--- src/rtl/mem_arbiter.sv ---
// mem_arbiter: funnels the instruction-side (a) and data-side (b) L1 cache
// line requests onto the single physical memory bus.
// - Round-robin fairness applies when both ports contend.
// - Request fields are latched on the grant edge, so requester input changes
//   during a transaction do not reach the bus.
// - Completion is returned as a registered one-cycle pulse on the granted port.
module mem_arbiter #(
    parameter int ADDR_WIDTH = 16,
    parameter int LINE_WIDTH = 128
) (
    input  logic                  clk,
    input  logic                  reset,
    input  logic                  a_read,
    input  logic [ADDR_WIDTH-1:0] a_address,
    output logic [LINE_WIDTH-1:0] a_rdata,
    output logic                  a_resp,
    input  logic                  b_read,
    input  logic                  b_write,
    input  logic [ADDR_WIDTH-1:0] b_address,
    input  logic [LINE_WIDTH-1:0] b_wdata,
    output logic [LINE_WIDTH-1:0] b_rdata,
    output logic                  b_resp,
    output logic                  pmem_read,
    output logic                  pmem_write,
    output logic [ADDR_WIDTH-1:0] pmem_address,
    output logic [LINE_WIDTH-1:0] pmem_wdata,
    input  logic [LINE_WIDTH-1:0] pmem_rdata,
    input  logic                  pmem_resp
);

    typedef enum logic [1:0] {
        IDLE    = 2'd0,
        SERVE_A = 2'd1,
        SERVE_B = 2'd2,
        RESP    = 2'd3
    } state_t;

    state_t state;
    logic   prio_b;   // 1: port b wins the next contended grant
    logic   b_req;

    // Port b wins when it alone requests, or when both request and it holds priority.
    function automatic logic grant_b(input logic req_a, input logic req_b,
                                     input logic favor_b);
        return req_b && (!req_a || favor_b);
    endfunction

    // A writeback and a read from port b are one request; write takes precedence.
    assign b_req = b_read | b_write;

    // Arbitration FSM: grant in IDLE, hold the latched strobe until memory
    // completes, then pulse the granted port's response for one cycle.
    always_ff @(posedge clk or posedge reset) begin
        if (reset) begin
            state        <= IDLE;
            prio_b       <= 1'b1;
            pmem_read    <= 1'b0;
            pmem_write   <= 1'b0;
            pmem_address <= '0;
            pmem_wdata   <= '0;
            a_rdata      <= '0;
            b_rdata      <= '0;
            a_resp       <= 1'b0;
            b_resp       <= 1'b0;
        end else begin
            a_resp <= 1'b0;
            b_resp <= 1'b0;
            case (state)
                IDLE: begin
                    if (grant_b(a_read, b_req, prio_b)) begin
                        state        <= SERVE_B;
                        prio_b       <= 1'b0;
                        pmem_address <= b_address;
                        if (b_write) begin
                            pmem_write <= 1'b1;
                            pmem_wdata <= b_wdata;
                        end else begin
                            pmem_read <= 1'b1;
                        end
                    end else if (a_read) begin
                        state        <= SERVE_A;
                        prio_b       <= 1'b1;
                        pmem_address <= a_address;
                        pmem_read    <= 1'b1;
                    end
                end
                SERVE_A: begin
                    if (pmem_resp) begin
                        a_rdata   <= pmem_rdata;
                        pmem_read <= 1'b0;
                        a_resp    <= 1'b1;
                        state     <= RESP;
                    end
                end
                SERVE_B: begin
                    if (pmem_resp) begin
                        // Writebacks return nothing; the last read line is kept.
                        if (!pmem_write) begin
                            b_rdata <= pmem_rdata;
                        end
                        pmem_read  <= 1'b0;
                        pmem_write <= 1'b0;
                        b_resp     <= 1'b1;
                        state      <= RESP;
                    end
                end
                RESP: begin
                    state <= IDLE;
                end
                default: begin
                    state <= IDLE;
                end
            endcase
        end
    end

endmodule
--- config.mk ---
export PLATFORM = sky130hd
export DESIGN_NAME = mem_arbiter
export DESIGN_NICKNAME = d
export VERILOG_FILES = /design/src/rtl/mem_arbiter.sv
export SDC_FILE = /design/constraint.sdc
export NUM_CORES = 1
export LEC_CHECK = 0
export BUFFER_PORTS_ARGS = -buffer_cell sky130_fd_sc_hd__buf_2
export CAP_MARGIN = 20
export CORE_AREA = 8 8 263 265
export DETAILED_ROUTE_END_ITERATION = 7
export DIE_AREA = 0 0 271 273
export PLACE_DENSITY = 0.54
export SKIP_LAST_GASP = 1
export SYNTH_ARGS = -nofsm -noshare
export SYNTH_HDL_FRONTEND = slang
export SYNTH_SLANG_ARGS = --single-unit
--- constraint.sdc ---
create_clock -name clk -period 35.6 [get_ports clk]
set_input_delay 7.12 -clock clk [delete_from_list [all_inputs] [get_ports clk]]
set_output_delay 7.12 -clock clk [all_outputs]
set_load 0.03 [all_outputs]
==> results of run 1 <==
cell usage after synthesis (all sizes together):
cell	instances	area share, %
o2bb2ai	1	0.055
and2	1	0.047
o21ai	17	0.54
mux2	257	21
nor2b	1	0.040
a22oi	1	0.047
and3	1	0.040
dfstp	1	0.17
buf	61	2.7
a31oi	2	0.079
nor3	1	0.032
nand3	1	0.032
a21oi	3	0.095
clkbuf	1	0.024
dfrtp	406	64
nor2	3	0.071
o21a	1	0.047
mux2i	17	1.1
inv	5	0.12
nand2	401	9.5
clkinv	1	0.024
nand2b	3	0.13
ha	3	0.24
stage by stage:
stage	total power [uW]	utilization, %
2_1_floorplan	1570	-
3_3_place_gp	1920	30.9
3_5_place_dp	1940	30.9
4_1_cts	2400	33.0
5_1_grt	2500	33.1
6_report	2370	33.1
registers in the layout, indices dropped and copies added, names as in the netlist:
| register | flops |
|---|---|
| pmem_address | 16 |
| pmem_wdata | 128 |
| a_resp | 1 |
| b_resp | 1 |
| b_rdata | 128 |
| a_rdata | 128 |
| prio_b | 1 |
| pmem_read | 1 |
| state | 2 |
| pmem_write | 1 |
per-layer routing:
metal	vias to the layer above	share of wire, %
met1	5577	38
li1	5267	-
met2	459	51
met4	0	3.3
met3	93	7.5
met5	-	0
power breakdown:
group / internal (uW) / switching [uW]
registers: 688 / 125
logic: 374 / 735
clock network: 262 / 186
total: 1320 / 1050
area by class of cell:
| type | instances | area, sq um |
|---|---|---|
| Clock inverter | 11 | 134 |
| Fill cell | 6645 | 43500 |
| Inverter | 6 | 30.0 |
| Sequential cell | 407 | 10200 |
| Multi-Input combinational cell | 714 | 5220 |
| Tap cell | 864 | 1080 |
| Timing Repair Buffer | 706 | 3590 |
| Clock buffer | 65 | 1270 |
| Antenna cell | 3 | 7.51 |
cells by family after synthesis:
group                      count (synthesis)
and+or+nand+nor                          412
DFF                                      407
muxes                                    274
buffers and inverters                     68
AOI/OAI and AO/OA                         25
adders and majority gates                  3
worst paths after layout:
| check | from | end |
|---|---|---|
| worst max-delay path | pmem_resp | b_rdata[23] |
| worst min-delay path | pmem_wdata[6] | pmem_wdata[6] |
| worst max register to register | state[0] | b_rdata[23] |
| worst min register to register | pmem_wdata[6] | pmem_wdata[6] |
| max in group asynchronous | reset | b_resp |
| min in group asynchronous | reset | b_rdata[117] |
critical path: cells and delay by family:
kind | cells | cell delay, ns
buffers and inverters | 3 | 1.83
and+or+nand+nor | 2 | 0.57
muxes | 1 | 0.36
==> results.toml, run 1 <==
[finish]
nNetsFinal = 2177
most-common-layout-cells = "697 x buf_2, 406 x dfrtp_1, 400 x nand2_1"
final_layout_size_suffix_gt1_share_pct = 54.1
final_common_cell = "buf_2"
finalInstanceArea_sq_um = 21500
syn2layout_area_growth_pct = 35.9
layout.cells.non_filler = 2776

[setup_path]
arrival_ns = 10.00
cpPeakStageDelay_ns = 0.89
rr_worst_depth = 7
crit_type = "primary input to flip-flop"
ff2ff_setup_slack_ns = 32.10
cp-end-kind = "flip-flop"
cp_cell_sequence = "buf_2 -> and2_2 -> nand2b_4 -> buf_4 -> buf_4 -> mux2_4"
start_kind = "primary input"
cp_slowest_cell = "buf_4"
cp_common_cell = "buf_4"
crit_required_ns = 36.03
path_max_fanout = 57

[timing]
hold_viol = 0
max_freq_mhz = 105
period_share_pct = 26.9
whs_ns = 0.469
finalWorstSetupSlack_ns = 26.04
skew_ns = 0.0122
min_period_ns = 9.56
finalSetupViolCount = 0
fin_setup_tns_ns = 0
report.final.slew_viol_count = 0
tightest_slew_ns = 1.09
slew-limit-headroom_pct = 27.5
rsz0062_at_grt = "false"

[grt]
antenna_found_initial = 6
grt_util_all_layers_pct = 13.0
grt-busiest-layer = "met2"
gr-usage-met2_pct = 23.0
grtUsageMet3_pct = 4.02
grt_max_degree = 156
grt_pass1_vias = 12500
grt_overflow = 0
grt.met1_usage_pct = 14.6
grt_pass1_wl_mm = 76.7

[synthesis]
ys_seq_area_share_pct = 64.3
muxShareOfSynthArea_pct = 21.8
synthAdderAreaFrac_pct = 0.237
ys_ff_latch = 407
synth_top_family_by_area = "multiplexers"
yosysUniqueCellTypes = 28
synth-simple-area-share_pct = 9.90
postSynthCellCount = 1189
synth_xor_area_share_pct = 0
yosysWarnings = 0
syn-cell-area_sq_um = 15800
synth_area_per_cell_sq_um = 13.3
synth_compound_area_share_pct = 0.861
syn_nets = 1486

[power_and_ir_drop]
power_leakage_uw = 0.0116
p_per_area_nw_per_um2 = 110
ir_drop_mv = 0.0582

[clocking]
cts-resized-gates = 0
ctsHoldBuffers = 0
cts_buffers = 45
cts_tree = "done"
root_buffer = "clkbuf_16"
clk_path_buf_depth = 3
clkLatencyLatePin_ns = 0.56
cts_sinks = 407
postCtsSetupBuffers = 0
clkTransAtPathRegs_ns = 0.06
htreeDepth = 2

[floorplan]
ios = 698
start_util_pct = 24.3
dieArea_sq_um = 74000
row_count = 94
fp.dieH_microns = 273
dieWidth_microns = 271
core_area_sq_um = 65000

[placement]
portBuffers = 697
post-place-ws_ns = 25.32
globalplace.congestion = 0.836
dp.cells = 2696
postPlaceCellArea_sq_um = 20100
place_hpwl_mm = 38.4

[outcome]
status = "finished clean"

[worst_hold_path]
hp-class = "flip-flop to flip-flop"
worst_hold_path.num_cells = 2

[route]
drt_iter0_drc = 550
drt_wl_total_mm = 50.9
vias_per_cell = 4.11
num_vias = 11400
first_pass_iters = 4
ant_nets = 0
drc = 0
wl_per_cell_microns = 18.3

[job]
cap_violations = 0
(Power assumes the default switching activity.)
==> inputs of run 2 (changes only) <==
==> constraint.sdc (replaced) <==
create_clock -name clk -period 9.3 [get_ports clk]
set_input_delay 1.86 -clock clk [delete_from_list [all_inputs] [get_ports clk]]
set_output_delay 1.86 -clock clk [all_outputs]
set_load 0.03 [all_outputs]
==> results.toml, run 2 (same netlist as run 1, synthesis figures left out) <==
[outcome]
status = "finished clean"

[floorplan]
start_util_pct = 24.3
row_count = 94
fp.dieH_microns = 273
ios = 698
core_area_sq_um = 65000
dieArea_sq_um = 74000
dieWidth_microns = 271

[power_and_ir_drop]
p_seq_share_pct = 34.1
p_per_area_nw_per_um2 = 421
power_leakage_uw = 0.0117
internal_power_uw = 5080
combPwrFrac_pct = 46.7
switchingPower_uw = 4010
swShare_pct = 44.1
power_uw = 9090
clock_power_share_pct = 19.2
ir_drop_mv = 0.183

[setup_path]
critPathBufInv = 2
path_delay_family = "buffers and inverters"
cp_slowest_cell = "buf_4"
reg2reg_from = "state[0]"
startpoint = "pmem_resp"
crit_type = "primary input to flip-flop"
cp-end-kind = "flip-flop"
start_kind = "primary input"
cpPeakStageDelay_ns = 0.77
crit_required_ns = 9.74
cp_cell_sequence = "buf_2 -> and2_2 -> nand2b_4 -> buf_4 -> mux2_2"
path_max_fanout = 44
cp_num_cells = 5
rr_worst_depth = 6
arrival_ns = 4.08

[clocking]
cts_buffers = 45
cts_sinks = 407
clkTransAtPathRegs_ns = 0.06
clkLatencyLatePin_ns = 0.56
ctsHoldBuffers = 0
postCtsSetupBuffers = 0
root_buffer = "clkbuf_16"
htreeDepth = 2
cts-resized-gates = 0
clk_path_buf_depth = 3
cts_tree = "done"

[timing]
report.final.slew_viol_count = 0
slew-limit-headroom_pct = 24.3
rsz0062_at_grt = "false"
skew_ns = 0.0122
tightest_slew_ns = 1.14
hold_viol = 0
min_period_ns = 3.63
fin_setup_tns_ns = 0
finalSetupViolCount = 0
max_freq_mhz = 275
period_share_pct = 39.1

[route]
first_pass_iters = 5
vias_per_cell = 4.12
drc = 0
drt_wl_total_mm = 49.7
drt_iter0_drc = 527
wl_per_cell_microns = 17.9
ant_nets = 0
num_vias = 11500

[placement]
place_hpwl_mm = 37.4
globalplace.congestion = 0.823
portBuffers = 697
dp.cells = 2697

[finish]
post-route-util_pct = 33.2
syn2layout_area_growth_pct = 36.2
most-common-layout-cells = "697 x buf_2, 406 x dfrtp_1, 400 x nand2_1"
top_regs = "a_rdata (128), b_rdata (128), pmem_wdata (128)"
final_layout_size_suffix_gt1_share_pct = 54.4
nNetsFinal = 2177
layout.cells.non_filler = 2779
final_common_cell = "buf_2"

[worst_hold_path]
hp-class = "flip-flop to flip-flop"
worst_hold_path.num_cells = 2
holdCritStartpoint = "pmem_wdata[104]"

[grt]
grt.met1_usage_pct = 14.2
antenna_found_initial = 3
grt-busiest-layer = "met2"
grtUsageMet3_pct = 4.66
gr-usage-met2_pct = 22.6
grt_util_all_layers_pct = 12.7
grt_pass1_wl_mm = 75.6
grt_overflow = 0
grt_max_degree = 170
grt_pass1_vias = 12400

[job]
cap_violations = 0
-- run 2: cell count changes in the layout (fill, tap and decap cells not counted), sizes merged --
cell,before,now
clkbuf,65,70
clkinv,8,9
clkinvlp,1,2
diode,3,2
inv,6,5
bufinv,2,0
-- run 2: metrics by stage --
stage / hold slack, ns / setup WS, ns / instance area, sq um
final: 0.467 / 5.67 / 21600
after global routing: 0.485 / 5.38 / 21600
after CTS: 0.471 / 5.68 / 21600
after detailed placement: 0.456 / 5.05 / 20100
after global placement: 0.454 / 5.07 / 20100
after floorplan: 0.459 / 1.96 / 15800
-- run 2: final timing paths --
kind,slack (ns),end
worst min register to register,0.47,pmem_wdata[104]
min in group asynchronous,1.42,a_rdata[45]
worst max-delay path,5.67,b_rdata[17]
worst max register to register,6.46,b_rdata[17]
worst min-delay path,0.47,pmem_wdata[104]
max in group asynchronous,5.70,a_rdata[16]
-- run 2: worst min-delay path, stage by stage, from the launching register on --
cell and delay (ns):
dfrtp_1 0.33, nand2_1 0.05, nand2_1 0.06
-- run 2: power groups by stage --
stage                     Clock (uW)  Sequential (uW)  Combinational (uW)
after floorplan                    0             4760                1250
after global placement             0             3110                4250
after detailed placement           0             3120                4310
after CTS                       1810             3110                4310
after global routing            1880             3200                4500
final                           1740             3100                4240
-- run 2: per-layer routing --
metal,vias up,wire length [microns]
li1,5267,-
met1,5631,18800
met2,479,25500
met3,85,4270
met4,0,1190
met5,-,0
-- run 2: area by class of cell --
class | instances | area, sq um
antenna | 2 | 5.00
clock buffer | 70 | 1380
fill | 6574 | 43500
timing repair buffer | 706 | 3580
tap | 864 | 1080
multi-input combinational | 714 | 5220
sequential | 407 | 10200
inverter | 6 | 26.3
clock inverter | 10 | 90.1
